$ cat src/rtl/y_serial_sub.sv
// Bit-serial subtractor: computes a - b LSB first as a + ~b + 1 with one full-add cell,
// one bit per clock, and reports carry, signed overflow and zero flags with the result.
module y_serial_sub #(
  parameter int unsigned W = 32
) (
  input  logic         clk,
  input  logic         rst,
  input  logic         start,
  input  logic [W-1:0] a,
  input  logic [W-1:0] b,
  output logic         ready,
  output logic         busy,
  output logic         done,
  output logic [W-1:0] z,
  output logic         cout,
  output logic         ovf,
  output logic         zero
);

  localparam int unsigned CntW = $clog2(W);

  typedef enum logic [1:0] {StIdle, StRun, StDone} state_e;

  state_e          state_q, state_d;
  logic [CntW-1:0] cnt_q;
  logic [W-1:0]    a_q, b_q, z_q;
  logic            carry_q, a_msb_q, b_msb_q, ovf_q, zero_q;
  logic            accept, last, sum, carry_out;
  logic [W-1:0]    z_shift;

  assign accept    = start && (state_q != StRun);
  assign last      = (state_q == StRun) && (cnt_q == CntW'(W - 1));
  assign sum       = a_q[0] ^ ~b_q[0] ^ carry_q;
  assign carry_out = (a_q[0] & ~b_q[0]) | (a_q[0] & carry_q) | (~b_q[0] & carry_q);
  // Result enters at the MSB so the first (LSB) bit lands at z[0] after W shifts.
  assign z_shift   = {sum, z_q[W-1:1]};

  always_ff @(posedge clk or posedge rst) begin
    if (rst) begin
      state_q <= StIdle;
    end else begin
      state_q <= state_d;
    end
  end

  always_comb begin
    state_d = state_q;
    unique case (state_q)
      StIdle:  if (start) state_d = StRun;
      StRun:   if (last) state_d = StDone;
      StDone:  state_d = start ? StRun : StIdle;
      default: state_d = StIdle;
    endcase
  end

  always_comb begin
    ready = (state_q != StRun);
    busy  = (state_q == StRun);
    done  = (state_q == StDone);
  end

  always_ff @(posedge clk or posedge rst) begin
    if (rst) begin
      cnt_q   <= '0;
      a_q     <= '0;
      b_q     <= '0;
      z_q     <= '0;
      carry_q <= 1'b0;
      a_msb_q <= 1'b0;
      b_msb_q <= 1'b0;
      ovf_q   <= 1'b0;
      zero_q  <= 1'b0;
    end else if (accept) begin
      a_q     <= a;
      b_q     <= b;
      a_msb_q <= a[W-1];
      b_msb_q <= b[W-1];
      carry_q <= 1'b1;
      cnt_q   <= '0;
    end else if (state_q == StRun) begin
      a_q     <= a_q >> 1;
      b_q     <= b_q >> 1;
      carry_q <= carry_out;
      z_q     <= z_shift;
      if (last) begin
        cnt_q  <= '0;
        zero_q <= (z_shift == '0);
        ovf_q  <= (a_msb_q != b_msb_q) && (sum != a_msb_q);
      end else begin
        cnt_q <= cnt_q + 1'b1;
      end
    end
  end

  assign z    = z_q;
  assign cout = carry_q;
  assign ovf  = ovf_q;
  assign zero = zero_q;

endmodule
$ cat config.mk
export PLATFORM = sky130hd
export DESIGN_NAME = y_serial_sub
export DESIGN_NICKNAME = d
export VERILOG_FILES = /design/src/rtl/y_serial_sub.sv
export SDC_FILE = /design/constraint.sdc
export NUM_CORES = 1
export LEC_CHECK = 0
export BUFFER_PORTS_ARGS = -buffer_cell sky130_fd_sc_hd__buf_4
export CAP_MARGIN = 20
export CORE_ASPECT_RATIO = 0.5
export CORE_MARGIN = 2
export CORE_UTILIZATION = 50
export DETAILED_ROUTE_END_ITERATION = 16
export GPL_TIMING_DRIVEN = 0
export PLACE_DENSITY = 0.79
export SYNTH_ARGS = -nofsm -noshare
export SYNTH_HDL_FRONTEND = slang
export SYNTH_SLANG_ARGS = --single-unit
export TNS_END_PERCENT = 30
$ cat constraint.sdc
create_clock -name clk -period 4.7 [get_ports clk]
set_input_delay 0 -clock clk [delete_from_list [all_inputs] [get_ports clk]]
set_output_delay 0 -clock clk [all_outputs]
set_load 0.05 [all_outputs]
---- Yosys cells after proc, flatten, opt, wreduce, memory -nomap -nowiden ----
Cells that the tools add are included.
operators by class
  add/subtract/negate cells ............... 1
  equality and inequality tests ........... 8
  multiplexer cells ....................... 13
  bitwise operators ....................... 9
  reductions and logical operators ........ 9
operators by type and width
  cell                                                                    count
  32-bit 2-to-1 mux                                                       4
  32-bit logical NOT                                                      1
  5-bit 2-to-1 mux                                                        3
  2-bit case mux with 3 select lines                                      1
  5-bit by 1-bit adder with 5-bit output (second input constant)          1
  5-bit equality test (second input constant)                             1
  2-bit 2-to-1 mux                                                        2
  2-bit by 1-bit != test with 1-bit output (second input constant)        2
  2-bit AND reduction                                                     2
  1-bit bitwise AND                                                       3
  1-bit logical AND                                                       3
  1-bit 2-to-1 mux                                                        3
  3-bit AND reduction                                                     1
  2-bit by 1-bit equality test with 1-bit output (second input constant)  1
  2-bit equality test (second input constant)                             1
  2-bit logical NOT                                                       1
  1-bit != test                                                           2
  2-bit != test (second input constant)                                   1
  1-bit inverter                                                          2
  1-bit bitwise OR                                                        2
  2-bit nonzero test                                                      1
  1-bit bitwise XOR                                                       2
storage, ports and cells
  bits in registers ....................... 108
  input port bits ......................... 67
  output and inout port bits .............. 38
  logic and storage cells ................. 50

---- Longest topological paths before layout ----
  word-level depth ........................ 6
  mapped depth ............................ 7
  depth with buffers taken out ............ 6

---- Worst setup path after synthesis ----
No wires, ideal clock.
  path kind ............................... register -> register
  start ................................... register carry_q (netlist: cout)
  end ..................................... register zero_q (netlist: zero)
  setup time .............................. 0.095 ns
  arrival ................................. 1.863 ns
  required time ........................... 4.605 ns
  path slack .............................. 2.742 ns
  cell stages (with the launch flop) ...... 6
  path buffers ............................ 0
  period minus slack after synthesis ...... 1.958 ns
  cells stage by stage .................... dfrtp_1 -> inv_1 -> fa_1 -> nor4b_1 -> nand4_1 -> o31ai_1
on the way
  longest elaborated chain between the ends .. 2
ends and longest elaborated chain
  item                    line  text
  start, declared         27    logic carry_q, a_msb_q, b_msb_q, ovf_q, zero_q;
  start signal, assigned  83    carry_q <= carry_out;
  1-bit bitwise XOR       33    assign sum = a_q[0] ^ ~b_q[0] ^ carry_q;
  32-bit logical NOT      87    zero_q <= (z_shift == '0);
  end signal, assigned    87
  end, declared           27
No other way between the ends.
A chain may end at the register's enable or synchronous reset.

---- Worst setup path after layout ----
  start ................................... register cnt_q[0]
  end ..................................... register cnt_q[2]
on the way
  longest elaborated chain between the ends .. 5
  elaborated cells on any way between the ends .. 6
  classes of those cells .................. add/sub: 1; eq/ne: 1; mux: 3; reduce/logical: 1
ends and longest elaborated chain
  item                                                                                            line  text
  start, declared                                                                                 25    logic [CntW-1:0] cnt_q;
  start signal, assigned                                                                          90    cnt_q <= cnt_q + 1'b1;
  parallel branches: the longest is 2 deep, another holds 5-bit by 1-bit adder with 5-bit output  --
  5-bit 2-to-1 mux (*)                                                                            85    if (last) begin
  5-bit 2-to-1 mux (*)                                                                            80    end else if (state_q == StRun) begin
  5-bit 2-to-1 mux (*)                                                                            73    end else if (accept) begin
Every way passes the cells marked *. The select of a mux whose other input is x is not followed.

==> metrics.md <==
| Metric | Value |
|---|---|
| Outcome | finished, final reports clean |
| Tot GR Track Use | 0.224 |
| Core Region | 9540 um^2 |
| Global-route wire length before repair | 19.1 mm |
| Final Hold Viols | 0 |
| MaxCap Viol Count | 0 |
| Min-Delay Path Class | primary input to flip-flop |
| Crit-path cells | ha_1 > and3_1 > ha_1 > nor3b_1 > a22o_1 > a22o_1 |
| WP buf/inv | 0 |
| Setup TNS | 0 ps |
| Netlist cell types | 35 |
| Storage cell area | 2700 um^2 |
| Clock Skews | 6.80 ps |
| Multi-input combinational cell area | 1990 um^2 |
| Starting density of the core | 0.521 |
| Worst Tran Pin Value | 624 ps |
| Filler instances | 691 |
| Post-CTS Repair Setup Buffers | 0 |
| Critical Path AT | 2160 ps |
| Element type at the critical path start | flip-flop |
| CTS max path bufs | 2 |
| Top Ports | 105 |
| Die area | 10800 um^2 |
| Global route total overflow | 0 |
| CTS clk-pin slew, worst paths | 80 ps |
| RSZ-0062 raised after global routing | no |
| Max-slew violation count | 0 |
| Crit-path leading delay family | simple AND/OR/NAND/NOR gates |
| Sequential cell area fraction in the yosys report | 0.544 |
| Area growth syn-to-layout | 38.4% |
| TritonCTS clock tree | built |
| Netlist Area Pre-Place | 4970 um^2 |
| H-tree Lvls | 3 |
| Worst reg2reg endpoint | cnt_q[2] |
| Slew headroom | 0.584 |
| HPWL after DPL | 7.36 mm |
| FF-to-FF path depth | 6 |
| Antenna violations before repair | 0 |
| Drt wl/cell | 14.6 um |
| Hold Crit Depth | 4 |
| Largest net degree at the start of global routing | 61 |
| Pre-antenna DRT Iters | 4 |
| CTS Buf Count | 9 |
| Maximum clock rate | 533 MHz |
| I/O Buffers | 103 |
| Critical Path RT | 4990 ps |
| Die X | 145 um |
| Clock sink count | 108 |
| Worst-Skew Late Latency | 350 ps |
| Routed via count | 4028 |
| Power Dens Cells | 520 nW/um^2 |
| # setup viols final | 0 |
| Number of global-route vias before repair | 3933 |
| # diodes | 0 |
| R2r setup slk | 2820 ps |
| Period utilization | 0.399 |
| Worst slack at placement | 2870 ps |
| Syn nets | 545 |
| Via density | 5.07 |
| Crit Reg-Reg Startpoint | cnt_q[0] |
| Synth Area per Inst | 10.5 um^2 |
| Starting DRT DRC Count | 180 |
| WL final | 11.6 mm |
| Setup WS post-layout | 2820 ps |
| Yosys warns | 0 |
| Post-synthesis register bit count | 108 |
| Die Height | 74.5 um |
| GP Congestion | 0.796 |
| Mapped Cells | 475 |
| Crit path kind | flip-flop to flip-flop |
| Site row count | 25 |
| Period minus WS final | 1880 ps |
| Crit. Startpoint | cnt_q[0] |
| Leakage | 3.51 nW |
| Crit path to | cnt_q[2] |
| CTS hold repair buffers | 65 |
| Critical Path End Type | flip-flop |
| Max IR drop VDD | 0.213 mV |
| Crit Path Max Fanout | 6 |
| Layout cells sized above 1 | 0.292 |
| Critical path depth | 6 |
| Layout Nets | 725 |
| CTS resizes | 0 |
| Residual DRC count | 0 |
| Clk root buf | clkbuf_16 |
| Slowest cell on the critical path | dfrtp_1 |
| Antenna Nets Post-Route | 0 |
| Largest stage delay, worst path | 420 ps |
## per-layer routing
metal	up-vias	track usage	share of wire
li1	1952	-	-
met1	1955	0.296	0.45
met2	105	0.383	0.48
met3	16	0.0534	0.049
met4	0	0.0583	0.013
met5	-	0	0
## logic make-up after synthesis
family	count (synthesis)	share of synthesized area
simple gates	185	0.161
flops	108	0.544
compound gates	76	0.0965
mux	66	0.134
buf+inv	37	0.0557
fa+ha+maj	3	0.00907
## synth_stat cells
library cell / number / share of area
clkbuf_1: 2 / 0.0015
nor2_1: 4 / 0.0030
o21ai_2: 20 / 0.035
buf_6: 12 / 0.027
nand2b_1: 1 / 0.0013
and3b_1: 1 / 0.0018
nand4_1: 2 / 0.0025
mux2i_1: 64 / 0.13
inv_4: 1 / 0.0013
nand3b_1: 1 / 0.0015
a21oi_1: 1 / 0.0010
dfrtp_1: 108 / 0.54
buf_2: 11 / 0.011
a22o_1: 3 / 0.0053
nand2_1: 141 / 0.11
and3_1: 1 / 0.0013
a21o_1: 1 / 0.0015
nor4b_1: 1 / 0.0018
o22ai_1: 1 / 0.0013
ha_1: 2 / 0.0050
nor2b_1: 1 / 0.0013
inv_1: 6 / 0.0045
mux2_2: 2 / 0.0045
buf_4: 3 / 0.0045
o21ai_1: 43 / 0.043
fa_1: 1 / 0.0040
nor3b_1: 2 / 0.0030
nand3_1: 2 / 0.0020
nor4_1: 8 / 0.010
a31o_2: 1 / 0.0018
nand2_2: 20 / 0.025
clkbuf_4: 1 / 0.0015
o31ai_1: 2 / 0.0030
buf_12: 1 / 0.0040
o21ai_0: 4 / 0.0040
## report_power, final
group / internal (W) / total (W) / switching [W]
sequential: 0.00127 / 0.00151 / 0.000245
clock: 0.000367 / 0.000726 / 0.000359
combinational: 0.000537 / 0.00134 / 0.000801
## worst reg2reg max path, stage by stage (launching register included)
cell,delay (ps)
dfrtp_1,420
ha_1,220
and3_1,180
ha_1,250
nor3b_1,400
a22o_1,190
a22o_1,140
## state kept, by name (all words and copies together) (netlist names)
| name | cells |
|---|---|
| a_msb_q | 1 |
| a_q | 32 |
| b_msb_q | 1 |
| b_q | 32 |
| cnt_q | 5 |
| cout | 1 |
| ovf | 1 |
| state_q | 2 |
| z | 32 |
| zero | 1 |
## stage by stage
stage / hold WS, ps / area, um^2 / utilization / power (W) / instances
2_1_floorplan: 150 / 4970 / - / 0.00243 / 475
3_3_place_gp: 247 / 5910 / 0.619 / 0.00276 / 713
3_5_place_dp: 130 / 5940 / 0.623 / 0.00281 / 714
4_1_cts: 80.8 / 6870 / 0.720 / 0.00358 / 795
6_report: 95.8 / 6870 / 0.720 / 0.00358 / 795
5_1_grt: 103 / 6870 / 0.720 / 0.00380 / 795
## cell type report
type | instances | area share
clock inverter | 7 | 0.00837
sequential | 108 | 0.393
buffer | 30 | 0.0360
multi-input combinational | 330 | 0.289
timing repair buffer | 169 | 0.211
tap | 135 | 0.0246
clock buffer | 9 | 0.0328
inverter | 7 | 0.00455
## layout by cell type, fill, tap and decap left out, drive strengths merged
cell type,synthesis,layout
mux2i,64,64
buf,27,131
a31o,1,1
nor3b,2,2
a22o,3,3
o31ai,2,2
nand4,2,2
fa,1,1
nand3b,1,1
nor2,4,4
clkbuf,3,12
o21ai,67,67
nor2b,1,1
and3,1,1
inv,7,10
nand2,161,161
o22ai,1,1
dlygate4sd3,0,65
clkinv,0,2
nand2b,1,1
mux2,2,2
a21oi,1,1
a21o,1,1
clkinvlp,0,2
and3b,1,1
nor4,8,8
nor4b,1,1
nand3,2,2
dfrtp,108,108
ha,2,2
## how the worst min path moves through the flow
stage / start / to / slack, ps
2_1_floorplan: a[31] / a_msb_q / 150
3_3_place_gp: a[31] / a_msb_q / 250
3_5_place_dp: rst / b_q[7] / 130
4_1_cts: start / cnt_q[1] / 80
5_1_grt: start / state_q[0] / 100
6_report: start / cnt_q[1] / 100
No activity file was read; power rests on OpenSTA's default activity.
